--- config.mk ---
export PLATFORM = sky130hd
export DESIGN_NAME = multdiv_unit_flat
export DESIGN_NICKNAME = d
export VERILOG_FILES = /design/src/rtl/multdiv_unit_if.sv /design/src/rtl/multdiv_unit.sv /design/src/flat_wrapper.sv
export SDC_FILE = /design/constraint.sdc
export NUM_CORES = 1
export LEC_CHECK = 0
export ABC_CLOCK_PERIOD_IN_PS = 11860
export BUFFER_PORTS_ARGS = -buffer_cell sky130_fd_sc_hd__clkbuf_2
export CAP_MARGIN = 20
export CORE_MARGIN = 2
export CORE_UTILIZATION = 55
export CTS_BUF_LIST = sky130_fd_sc_hd__clkbuf_8
export CTS_CLUSTER_SIZE = 14
export DETAILED_ROUTE_END_ITERATION = 8
export MAX_ROUTING_LAYER = met4
export PLACE_DENSITY = 0.74
export SETUP_SLACK_MARGIN = 0.3
export SLEW_MARGIN = 20
export SYNTH_ARGS = -nofsm -noshare
export SYNTH_HDL_FRONTEND = slang
export SYNTH_SLANG_ARGS = --single-unit
--- constraint.sdc ---
create_clock -name clk -period 11.86 [get_ports clk]
set_input_delay 1.779 -clock clk [delete_from_list [all_inputs] [get_ports clk]]
set_output_delay 1.779 -clock clk [all_outputs]
set_load 0.02 [all_outputs]
--- src/rtl/multdiv_unit_if.sv ---
// Issue/result bundle between the execute stage and the multi-cycle mult/div unit.
// The issuing stage drives ctrl/operands; the unit returns result, exception, rdy and busy.
interface multdiv_unit_if #(
  parameter int unsigned WIDTH = 32
) ();
  logic             ctrl_mult;
  logic             ctrl_div;
  logic [WIDTH-1:0] data_a;
  logic [WIDTH-1:0] data_b;
  logic [WIDTH-1:0] data_result;
  logic             data_exception;
  logic             data_resultRDY;
  logic             busy;

  modport master (
    output ctrl_mult, ctrl_div, data_a, data_b,
    input  data_result, data_exception, data_resultRDY, busy
  );

  modport slave (
    input  ctrl_mult, ctrl_div, data_a, data_b,
    output data_result, data_exception, data_resultRDY, busy
  );
endinterface

--- src/rtl/multdiv_unit.sv ---
// Multi-cycle signed multiplier (radix-2 Booth) and restoring divider sharing one datapath.
// One op in flight; any start aborts and replaces the current op.
module multdiv_unit #(
  parameter int unsigned WIDTH = 32,
  parameter int unsigned CNT_W = 6
) (
  input logic           clk,
  input logic           clr,
  multdiv_unit_if.slave bus
);

  typedef enum logic [2:0] {StIdle, StMult, StDiv, StFix, StDone} state_t;

  localparam logic [CNT_W-1:0] LastCnt = CNT_W'(WIDTH);

  state_t           state_q;
  logic [CNT_W-1:0] cnt_q;
  logic [WIDTH:0]   acc_q;   // Booth high half / divider remainder
  logic [WIDTH-1:0] q_q;     // Booth multiplier-low half / dividend-quotient
  logic             qm1_q;   // Booth appended bit
  logic [WIDTH:0]   m_q;     // sign-extended multiplicand or |divisor|
  logic             neg_q;   // operand signs differ
  logic [WIDTH-1:0] result_q;
  logic             exc_q;
  logic             rdy_q;
  logic             busy_q;

  logic [WIDTH-1:0] abs_a, abs_b;
  logic [WIDTH:0]   booth_sum;
  logic [WIDTH:0]   rem_shift;
  logic             rem_ge;

  always_comb begin
    abs_a = bus.data_a[WIDTH-1] ? (~bus.data_a + 1'b1) : bus.data_a;
    abs_b = bus.data_b[WIDTH-1] ? (~bus.data_b + 1'b1) : bus.data_b;

    unique case ({q_q[0], qm1_q})
      2'b01:   booth_sum = acc_q + m_q;
      2'b10:   booth_sum = acc_q - m_q;
      default: booth_sum = acc_q;
    endcase

    rem_shift = {acc_q[WIDTH-1:0], q_q[WIDTH-1]};
    rem_ge    = (rem_shift >= m_q);
  end

  always_ff @(posedge clk or posedge clr) begin
    if (clr) begin
      state_q  <= StIdle;
      cnt_q    <= '0;
      acc_q    <= '0;
      q_q      <= '0;
      qm1_q    <= 1'b0;
      m_q      <= '0;
      neg_q    <= 1'b0;
      result_q <= '0;
      exc_q    <= 1'b0;
      rdy_q    <= 1'b0;
      busy_q   <= 1'b0;
    end else if (bus.ctrl_mult || bus.ctrl_div) begin
      // Start from any state; mult wins when both are requested.
      cnt_q  <= '0;
      acc_q  <= '0;
      qm1_q  <= 1'b0;
      exc_q  <= 1'b0;
      rdy_q  <= 1'b0;
      busy_q <= 1'b1;
      neg_q  <= bus.data_a[WIDTH-1] ^ bus.data_b[WIDTH-1];
      if (bus.ctrl_mult) begin
        state_q <= StMult;
        q_q     <= bus.data_a;
        m_q     <= {bus.data_b[WIDTH-1], bus.data_b};
      end else begin
        state_q <= StDiv;
        q_q     <= abs_a;
        m_q     <= {1'b0, abs_b};
      end
    end else begin
      unique case (state_q)
        StIdle: begin
          rdy_q <= 1'b0;
        end
        StMult: begin
          if (cnt_q == LastCnt) begin
            state_q  <= StDone;
            result_q <= q_q;
            exc_q    <= (acc_q[WIDTH-1:0] != {WIDTH{q_q[WIDTH-1]}});
            rdy_q    <= 1'b1;
            busy_q   <= 1'b0;
          end else begin
            acc_q <= {booth_sum[WIDTH], booth_sum[WIDTH:1]};
            q_q   <= {booth_sum[0], q_q[WIDTH-1:1]};
            qm1_q <= q_q[0];
            cnt_q <= cnt_q + 1'b1;
          end
        end
        StDiv: begin
          if (m_q == '0) begin
            state_q  <= StDone;
            result_q <= '0;
            exc_q    <= 1'b1;
            rdy_q    <= 1'b1;
            busy_q   <= 1'b0;
          end else if (cnt_q == LastCnt) begin
            state_q <= StFix;
          end else begin
            acc_q <= rem_ge ? (rem_shift - m_q) : rem_shift;
            q_q   <= {q_q[WIDTH-2:0], rem_ge};
            cnt_q <= cnt_q + 1'b1;
          end
        end
        StFix: begin
          state_q  <= StDone;
          result_q <= neg_q ? (~q_q + 1'b1) : q_q;
          // Only MIN / -1 yields a same-sign quotient with the top bit set.
          exc_q    <= !neg_q && q_q[WIDTH-1];
          rdy_q    <= 1'b1;
          busy_q   <= 1'b0;
        end
        StDone: begin
          state_q <= StIdle;
          rdy_q   <= 1'b0;
        end
        default: begin
          state_q <= StIdle;
          rdy_q   <= 1'b0;
          busy_q  <= 1'b0;
        end
      endcase
    end
  end

  assign bus.data_result    = result_q;
  assign bus.data_exception = exc_q;
  assign bus.data_resultRDY = rdy_q;
  assign bus.busy           = busy_q;

endmodule
--- src/flat_wrapper.sv ---
// flat-port wrapper written by rule: the top's interface ports become plain ports
module multdiv_unit_flat 
#(
  parameter int unsigned WIDTH = 32,
  parameter int unsigned CNT_W = 6
)
  (clk, clr, bus_ctrl_mult, bus_ctrl_div, bus_data_a, bus_data_b, bus_data_result, bus_data_exception, bus_data_resultRDY, bus_busy);
  multdiv_unit_if #(.WIDTH(WIDTH)) bus_i ();
  input logic clk;
  input logic clr;
  input wire logic [$bits(bus_i.ctrl_mult)-1:0] bus_ctrl_mult;
  input wire logic [$bits(bus_i.ctrl_div)-1:0] bus_ctrl_div;
  input wire logic [$bits(bus_i.data_a)-1:0] bus_data_a;
  input wire logic [$bits(bus_i.data_b)-1:0] bus_data_b;
  output wire logic [$bits(bus_i.data_result)-1:0] bus_data_result;
  output wire logic [$bits(bus_i.data_exception)-1:0] bus_data_exception;
  output wire logic [$bits(bus_i.data_resultRDY)-1:0] bus_data_resultRDY;
  output wire logic [$bits(bus_i.busy)-1:0] bus_busy;
  assign bus_i.ctrl_mult = bus_ctrl_mult;
  assign bus_i.ctrl_div = bus_ctrl_div;
  assign bus_i.data_a = bus_data_a;
  assign bus_i.data_b = bus_data_b;
  assign bus_data_result = bus_i.data_result;
  assign bus_data_exception = bus_i.data_exception;
  assign bus_data_resultRDY = bus_i.data_resultRDY;
  assign bus_busy = bus_i.busy;
  multdiv_unit #(.WIDTH(WIDTH), .CNT_W(CNT_W)) u_core (.clk(clk), .clr(clr), .bus(bus_i));
endmodule
== Word-level counts from Yosys, hierarchy flattened ==
Index checks and enable logic that the tools add are counted.
Storage, ports and cells
  bits in registers: 144
  logic and storage cells: 105
Cells by class
  add/subtract/negate cells: 7
  order comparisons: 1
  eq/ne operators: 19
  muxes and demuxes: 44
  bitwise operators: 5
  reduce and logical (&&, ||, !) cells: 18
Operator list (count)
  2-to-1 mux 32 bit: 10
  2-to-1 mux 33 bit: 6
  case mux 33 bit (2 select lines): 2
  adder 32 x 1 -> 32 bit (second input constant): 3
  NOT 32 bit: 3
  case mux 32 bit (3 select lines): 1
  subtractor 33 bit: 2
  case mux 32 bit (2 select lines): 1
  adder 33 bit: 1
  greater-or-equal comparator 33 bit: 1
  zero test 33 bit: 1
  inequality test 32 bit: 1
  2-to-1 mux 6 bit: 3
  2-to-1 mux 3 bit: 4
  case mux 3 bit (4 select lines): 1
  case mux 6 bit (2 select lines): 1
  2-to-1 mux 1 bit: 11
  inequality test 2 x 1 -> 1 bit (second input constant): 5
  inequality test 3 x 2 -> 1 bit (second input constant): 3
  case mux 1 bit (3 select lines): 3
  AND reduction 3 bit: 3
  AND reduction 4 bit: 2
  adder 6 x 1 -> 6 bit (second input constant): 1
  equality test 3 x 2 -> 1 bit (second input constant): 2
  other kinds (19): 23

== Logic depth before layout (Yosys ltp) ==
Gate-level depths: netlist (run 1).
  depth in word-level cells: 6
  mapped depth: 20
  depth with buffers taken out: 19

== Worst setup path after synthesis (run 1) ==
Ideal clock, no wire load.
  kind: input port to flip-flop
  start: in bus_data_a[4]
  end: reg u_core.q_q[30]
  arrival: 4.042 ns
  slack: 7.685 ns
  stages: 8
  path buffers: 0
  cells stage by stage: or4_4 > or4_1 > or4_1 > o31ai_1 > nand2_1 > nand2b_1 > xnor2_1 > o21ai_0
Between the ends
  word-level cells in the longest chain between the ends: 5
Ends and longest elaborated chain
  start: declaration: RTL line flat_wrapper.sv:13  | input wire logic [$bits(bus_i.data_a)-1:0] bus_data_a;
  NOT 32 bit: RTL line multdiv_unit.sv:34  | abs_a = bus.data_a[WIDTH-1] ? (~bus.data_a + 1'b1) : bus.data_a;
  adder 32 x 1 -> 32 bit: RTL line multdiv_unit.sv:34
  2-to-1 mux 32 bit: RTL line multdiv_unit.sv:34
  2-to-1 mux 32 bit: RTL line multdiv_unit.sv:69  | if (bus.ctrl_mult) begin
  2-to-1 mux 32 bit: RTL line multdiv_unit.sv:60  | end else if (bus.ctrl_mult || bus.ctrl_div) begin
  end signal: assignment: RTL line multdiv_unit.sv:71  | q_q <= bus.data_a;
  end signal: assignment: RTL line multdiv_unit.sv:75  | q_q <= abs_a;
  end signal: assignment: RTL line multdiv_unit.sv:92  | q_q <= {booth_sum[0], q_q[WIDTH-1:1]};
  end: declaration: RTL line multdiv_unit.sv:19  | logic [WIDTH-1:0] q_q;
No other way between the ends.
A chain may end at the register's enable or synchronous reset.

== Worst setup path in the final report (run 1) ==
  start: reg u_core.m_q[2]
  end: reg u_core.acc_q[32]
Between the ends
  word-level cells in the longest chain between the ends: 6
Ends and longest elaborated chain
  start: declaration: RTL line multdiv_unit.sv:21  | logic [WIDTH:0] m_q;
  start signal: assignment: RTL line multdiv_unit.sv:72  | m_q <= {bus.data_b[WIDTH-1], bus.data_b};
  start signal: assignment: RTL line multdiv_unit.sv:76  | m_q <= {1'b0, abs_b};
  subtractor 33 bit or greater-or-equal comparator 33 bit (tied branches): RTL line multdiv_unit.sv:107, multdiv_unit.sv:44
  2-to-1 mux 33 bit: RTL line multdiv_unit.sv:107  | acc_q <= rem_ge ? (rem_shift - m_q) : rem_shift;
  2-to-1 mux 33 bit: RTL line multdiv_unit.sv:104  | end else if (cnt_q == LastCnt) begin
  2-to-1 mux 33 bit: RTL line multdiv_unit.sv:98  | if (m_q == '0) begin
  case mux 33 bit (2 select lines): RTL line multdiv_unit.sv:79  | unique case (state_q)
  2-to-1 mux 33 bit: RTL line multdiv_unit.sv:60
  end signal: assignment: RTL line multdiv_unit.sv:91  | acc_q <= {booth_sum[WIDTH], booth_sum[WIDTH:1]};
  end signal: assignment: RTL line multdiv_unit.sv:107
  end: declaration: RTL line multdiv_unit.sv:18  | logic [WIDTH:0] acc_q;
Parallel ways exist; a longest one is shown, timed or not. The select of a mux whose other input is x is not followed.

==> flow_summary_export.csv, run 1 <==
group,metric,value,unit
sta,fin_crit,4760,ps
global_routing,track_usage,33.2,%
global_routing,antenna_found_initial,1,
route,antenna_left,0,
placed_design,dp_hpwl,30600,µm
sta,fin_tns_setup,0,ps
sta,hold_violations,0,
synth,ys_seq_area_share,27.0,%
worst_setup_path,start_kind,"flip-flop",
clock_tree,ctsHtreeMaxLevel,4,
synth,synth_ff_type,"dfrtp_1",
floorplanning,die_area,25500,µm²
clock_tree,cts_setup_buffers,0,
sta,timing.fmax,210,MHz
worst_setup_path,worst_path_max_delay_cell,"or4b_1",
sta,rsz0062_at_grt,"false",
run_status,status,"completed",
clock_tree,clkLatencyLatePin,470,ps
synth,synth-edff-count,0,
worst_setup_path,critical_path.n_buffers_inverters,0,
run,max_cap_viol_count,0,
route,detail_route.wl_per_cell,19.4,µm
worst_setup_path,worstPathArrival,5100,ps
cells_and_area,nFillCells,2208,
floorplanning,die_width,160,µm
synth,synth_top_cell_by_area,"dfrtp_1",
synth,yosysWarnings,0,
worst_setup_path,path_common_cell,"nor2b_1",
worst_setup_path,crit_family,"simple AND/OR/NAND/NOR gates",
route,drc,0,
worst_setup_path,crit_type,"reg -> reg",
power_and_ir_drop,ir_drop,88.2,µV
floorplanning,die_height,160,µm
cells_and_area,drive_above_1_share,9.74,%
global_routing,grt_first_pass_wirelength,66500,µm
global_routing,grt_pass1_vias,12300,
synth,avgSynthCellArea,7.60,µm²
floorplanning,coreArea,23600,µm²
clock_tree,cts_resized,0,
sta,timing.slew.headroom,32.6,%
worst_setup_path,cp_max_fo,7,
power_and_ir_drop,powerDensity,127,nW/µm²
clock_tree,cts_tree,"done",
sta,drv_slew,0,
worst_setup_path,endpoint_kind,"flip-flop",
synth,synth.distinct_cells,74,
clock_tree,clk_pin_slew,100,ps
cells_and_area,nets,1926,
floorplanning,io_pins,103,
synth,ys_ff_latch,144,
power_and_ir_drop,p_leak,6.13,nW
clock_tree,cts_max_path_buffers,2,
worst_setup_path,required,12200,ps
worst_setup_path,crit_chain,"nor3_1 -> and3_1 -> nor2b_1 -> and2_1 -> nor2b_1 -> a41o_1 -> xnor2_1 -> ha_1 -> a21o_1 -> nor2b_1 -> a2111oi_0 -> o21ai_0 -> a22oi_1 -> a31oi_1 -> or4b_1 -> nand3_1 -> a22oi_1",
route,routed_via_density,6.33,
cells_and_area,num_antenna_cells,0,
synth,syn_nets,1897,
placed_design,globalplace.congestion,1.04,
route,first_pass_iters,6,
clock_tree,cts.sinks,144,
min_path,hold_path.class,"reg -> reg",
synth,syn-cell-area,13300,µm²
floorplanning,fp-row-count,56,
placed_design,io_buffer_count,102,
route,via_count,13400,
clock_tree,ctsHoldBuffers,0,
sta,finalClockSkew,16.3,ps
synth,yosysTopAreaCellShare,27.0,%
sta,min_period_over_period,40.1,%
clock_tree,cts_buffers,17,
sta,finalSetupViolations,0,
cells_and_area,area_growth,7.73,%
worst_setup_path,cp_slowest_stage_delay,510,ps
global_routing,grt_overflow,0,
synth,netlist_instances,1754,
sta,max_slew.worst_pin.slew,1010,ps
clock_tree,root_buffer,"clkbuf_8",
synth,async_flop_share,100,%
route,finalWirelength,41000,µm
sta,layout_setup_ws,7100,ps
global_routing,grt_max_degree,118,
placed_design,dp_worst_setup_slack,7250,ps
synth,ys_top_cells_by_area,"dfrtp_1 27%, o21ai_0 7.4%, ha_1 6.9%, xnor2_1 6.6%, nand2_1 6.6%",
floorplanning,start_util,56.4,%
route,drt_iter0_drc,1430,
## cell usage after synthesis, types with 3 or more instances
master	count
buf_1	3
o221ai_1	4
o21bai_1	11
o41ai_1	6
a21oi_1	132
o211ai_1	43
a211oi_1	19
mux2_2	4
clkbuf_1	93
or3_4	4
buf_2	6
inv_1	75
nor2_1	108
a22oi_1	6
a2111oi_0	3
a32o_1	11
or3_1	12
xor2_1	75
nor2b_1	16
or4_1	14
and4_1	6
nand4_1	18
xnor2_1	100
nor4_1	11
a41oi_1	6
o21ai_0	197
a31oi_1	39
nand3_1	59
dfrtp_1	144
a41o_1	4
and3_1	18
nor4b_1	4
mux2i_1	13
a21o_1	25
a21boi_0	5
nand2b_1	21
and2_1	10
nor3_1	41
o31ai_1	31
o311ai_0	6
ha_1	73
nand2_1	233
## where the power goes
| group | total, mW | switching (mW) | internal [mW] |
|---|---|---|---|
| Sequential | 0.650 | 0.0884 | 0.562 |
| Combinational | 0.762 | 0.483 | 0.279 |
| Clock | 0.404 | 0.226 | 0.179 |
## layout make-up
cell class	count	area (µm²)	share of cell area, %
clock buffer	18	248	1.73
clock inverter	14	143	0.993
inverter	75	287	2.00
multi-input combinational	1431	9080	63.2
sequential	144	3600	25.1
tap	319	399	2.78
timing repair buffer	114	601	4.18
## cells by family after synthesis
family                   share of synthesized area, %
buffers and inverters                            5.18
multiplexers                                     1.31
flip-flops                                       27.0
XOR/XNOR                                         11.5
AND/OR/NAND/NOR                                  21.4
AO/OA/AOI/OAI                                    26.5
adder cells (fa/ha/maj)                          7.15
## worst min-delay path, stage by stage, from the launching register on
cell and delay [ps]:
dfrtp_1 350, nand2_1 40, o21ai_0 60
## layer usage
layer	GRT usage, %	vias to the layer above	share of wire [%]
li1	-	6398	-
met1	48.4	6335	46
met2	45.0	589	41
met3	8.78	60	11
met4	9.46	0	2.2
met5	-	-	0
## placed cells by master (no fill, tap or decap), types with 8 or more instances in the layout
cell      synthesis  routed
nand2_1         233     233
o21ai_0         197     197
dfrtp_1         144     144
a21oi_1         132     132
nor2_1          108     104
clkbuf_2          0     102
xnor2_1         100     100
xor2_1           75      75
inv_1            75      74
ha_1             73      72
nand3_1          59      59
o211ai_1         43      43
nor3_1           41      40
a31oi_1          39      39
o31ai_1          31      31
a21o_1           25      25
nand2b_1         21      20
a211oi_1         19      19
nand4_1          18      18
and3_1           18      18
clkbuf_8          0      18
nor2b_1          16      16
or4_1            14      14
mux2i_1          13      13
or3_1            12      12
buf_4             0      12
o21bai_1         11      11
nor4_1           11      11
a32o_1           11      11
and2_1           10      10
inv_6             0       8
## per-stage QoR
stage                     hold WS (ps)  power, mW  utilization [%]  area, µm²  std cells
final                              485       1.82             60.8      14400       2115
after global routing               519       1.93             60.8      14400       2115
after CTS                          491       1.80             60.8      14400       2115
after detailed placement           467       1.40             59.2      14000       2083
after global placement             465       1.39             59.2      14000       2083
after floorplan                    486       1.18                -      13300       1754
## sequential cells by signal (all words and copies together) (netlist names)
name	flops
u_core.bus.data_exception	1
u_core.m_q	33
u_core.neg_q	1
u_core.bus.data_result	32
u_core.state_q	3
u_core.acc_q	33
u_core.bus.data_resultRDY	1
u_core.bus.busy	1
u_core.qm1_q	1
u_core.q_q	32
u_core.cnt_q	6
## path summary, 6_finish.rpt
check	end	start	slack (ps)	cells after the start
max in group asynchronous	u_core.acc_q[7]	clr	9160	3
hold / removal	u_core.bus.data_result[16]	u_core.bus.data_result[16]	480	2
min in group asynchronous	u_core.bus.data_result[24]	clr	1420	2
setup / recovery	u_core.acc_q[32]	u_core.m_q[2]	7100	17
hold reg to reg	u_core.bus.data_result[16]	u_core.bus.data_result[16]	480	2
setup reg to reg	u_core.acc_q[32]	u_core.m_q[2]	7100	17
Power figures use the tool's default switching activity.
==> run 2: changes to the inputs <==
Settings changed: ABC_AREA from default to 1, ABC_CLOCK_PERIOD_IN_PS 11860 to 5000, PLACE_DENSITY 0.74 to 0.73.
Clock period 11.86 ns to 5 ns, I/O delays scaled along.
==> run 2 against run 1 <==
Compared with the run above:
- via count up 34%
- clock power up 150%
- critical endpoint is now u_core.acc_q[7]
- register-to-register slack worse by 6200 ps
- combinational power rose to 3.9 times the previous value
- global-route usage up 3.9 points
- design area up 17%
- utilization down 0.64 points
- first-iteration DRC count up 46%
- worst hold slack worse by 280 ps
- area after synthesis up 18%
==> flow_summary_export.csv, run 2 <==
group,metric,value,unit
run_status,status,"completed",
worst_setup_path,required,5320,ps
cells_and_area,area_growth,7.29,%
clock_tree,cts_resized,0,
synth,synth_ff_type,"dfrtp_1",
route,drt_iter0_drc,2090,
global_routing,grt_pass1_vias,16200,
worst_setup_path,cp_max_fo,41,
sta,timing.slew.headroom,28.0,%
global_routing,track_usage,37.1,%
cells_and_area,drive_above_1_share,7.52,%
synth,syn-cell-area,15700,µm²
power_and_ir_drop,p_leak,8.93,nW
route,drc,0,
placed_design,post_dp_cell_area,16400,µm²
sta,min_period_over_period,82.8,%
clock_tree,ctsHtreeMaxLevel,4,
synth,netlist_instances,2655,
cells_and_area,layout_commonest_cell,"nand2_1",
floorplanning,die_height,173,µm
min_path,hold_path.class,"in -> async",
synth,synth.distinct_cells,52,
global_routing,grt_first_pass_wirelength,86000,µm
sta,fin_tns_setup,0,ps
synth,ys_ff_latch,144,
synth,yosysWarnings,0,
synth,yosysTopAreaCellShare,23.0,%
sta,holdWs,208,ps
floorplanning,die_area,29800,µm²
sta,rsz0062_at_grt,"false",
sta,max_slew.worst_pin.slew,1080,ps
placed_design,dp_hpwl,43500,µm
placed_design,io_buffer_count,102,
clock_tree,cts_tree,"done",
clock_tree,ctsHoldBuffers,0,
route,antenna_left,0,
synth,synth-edff-count,0,
clock_tree,cts.sinks,144,
sta,hold_violations,0,
worst_setup_path,crit_type,"reg -> reg",
global_routing,antenna_found_initial,0,
floorplanning,die_width,173,µm
sta,timing.fmax,242,MHz
synth,avgSynthCellArea,5.90,µm²
sta,fin_crit,4140,ps
route,finalWirelength,54300,µm
placed_design,globalplace.congestion,1.06,
clock_tree,clkLatencyLatePin,480,ps
cells_and_area,most-common-layout-cells,"794 x nand2_1, 387 x inv_1, 277 x nor2_1, 224 x nand3_1, 170 x o21ai_0",
cells_and_area,reg.largest.list,"u_core.acc_q: 33 flops, u_core.m_q: 33 flops",
floorplanning,start_util,56.1,%
synth,ys_seq_area_share,23.0,%
sta,finalClockSkew,27.0,ps
sta,drv_slew,0,
route,routed_via_density,5.78,
cells_and_area,design_area,16800,µm²
placed_design,dp_worst_setup_slack,1020,ps
worst_setup_path,worstPathArrival,4450,ps
sta,finalSetupViolations,0,
cells_and_area,num_antenna_cells,0,
clock_tree,cts_max_path_buffers,2,
synth,yosysMostFrequentCell,"nand2_1",
floorplanning,io_pins,103,
clock_tree,cts_buffers,17,
clock_tree,clk_pin_slew,110,ps
cells_and_area,nets,2855,
clock_tree,cts_setup_buffers,0,
clock_tree,root_buffer,"clkbuf_8",
synth,syn_nets,2798,
route,via_count,17900,
worst_setup_path,endpoint_kind,"flip-flop",
run,max_cap_viol_count,0,
synth,async_flop_share,100,%
synth,synth_top_cell_by_area,"dfrtp_1",
synth,ys_top_cells_by_area,"dfrtp_1 23%, nand2_1 19%, inv_1 9.3%, nand3_1 7.2%, nor2_1 6.6%",
worst_setup_path,start_kind,"flip-flop",
global_routing,grt_max_degree,76,
sta,layout_setup_ws,862,ps
floorplanning,fp-row-count,61,
route,first_pass_iters,6,
floorplanning,coreArea,27900,µm²
route,detail_route.wl_per_cell,17.5,µm
power_and_ir_drop,powerDensity,337,nW/µm²
global_routing,grt_overflow,0,
synth,synthTopCellsByCount,"794 x nand2_1, 388 x inv_1, 277 x nor2_1, 224 x nand3_1, 170 x o21ai_0",
power_and_ir_drop,ir_drop,169,µV
-- run 2: cell count changes after synthesis, moves of 22 or more --
cell	delta
o21ai_0	-27
o31ai_1	-28
clkbuf_1	-51
o211ai_1	-28
nand3_1	+165
nand2_1	+561
a31oi_1	-22
nor2_1	+169
xnor2_1	-94
inv_1	+313
nand4_1	+24
-- run 2: final timing paths --
| path | start | to | slack (ps) | cells past startpoint |
|---|---|---|---|---|
| max | u_core.m_q[1] | u_core.acc_q[7] | 860 | 18 |
| max in group asynchronous | clr | u_core.acc_q[17] | 3690 | 3 |
| min in group clk | u_core.bus.data_result[1] | u_core.bus.data_result[1] | 470 | 2 |
| min | clr | u_core.bus.data_result[11] | 210 | 2 |
| min reg2reg | u_core.bus.data_result[1] | u_core.bus.data_result[1] | 470 | 2 |
| max reg2reg | u_core.m_q[1] | u_core.acc_q[7] | 860 | 18 |
-- run 2: cell type report --
| class | count | area [µm²] |
|---|---|---|
| Timing Repair Buffer | 112 | 586 |
| Sequential cell | 144 | 3600 |
| Fill cell | 2886 | 11100 |
| Multi-Input combinational cell | 2037 | 10200 |
| Clock buffer | 17 | 234 |
| Inverter | 400 | 1510 |
| Tap cell | 378 | 473 |
| Clock inverter | 15 | 176 |
-- run 2: worst max-delay path, cell delays in order (launching register included) --
cell and delay, ps:
dfrtp_1 390, inv_1 170, ha_1 210, nand3_1 140, nor2_2 180, nand4_1 120
nor2_1 150, nand2_1 110, nor2_2 170, nand3_1 110, nor3_1 160, ha_1 230
nand2_1 100, a31oi_4 200, inv_2 320, nand2_2 620, inv_2 350, nand3_1 180
o22ai_1 70
-- run 2: cells by family (layout without fill, tap and decap cells) --
logic type / after synthesis / count (layout) / share of synthesized area [%]
flip-flops: 144 / 144 / 23.0
AO/OA/AOI/OAI: 426 / 426 / 15.1
buffers and inverters: 474 / 544 / 11.8
adder cells (fa/ha/maj): 75 / 75 / 6.09
XOR/XNOR: 83 / 83 / 4.64
AND/OR/NAND/NOR: 1453 / 1453 / 39.4
-- run 2: routing by layer --
layer	track usage (%)	part of all wire, %	wire, µm	up-vias
li1	-	-	-	8648
met1	56.8	47	25300	8193
met2	49.2	39	21100	1022
met3	8.44	13	7060	61
met4	7.38	1.6	861	0
met5	-	0	0	-
-- run 2: report_power, final --
| part | total, mW | internal (mW) | switching (mW) |
|---|---|---|---|
| sequential | 1.68 | 1.39 | 0.292 |
| clock | 0.999 | 0.460 | 0.539 |
| combinational | 2.99 | 0.941 | 2.05 |
| total | 5.67 | 2.79 | 2.88 |
-- run 2: stage by stage --
step | power [mW] | util (%) | std cells
global route | 6.07 | 60.2 | 3103
floorplan | 3.69 | - | 2655
global placement | 4.53 | 58.7 | 3071
CTS | 5.58 | 60.2 | 3103
detailed placement | 4.57 | 58.7 | 3071
finish | 5.67 | 60.2 | 3103
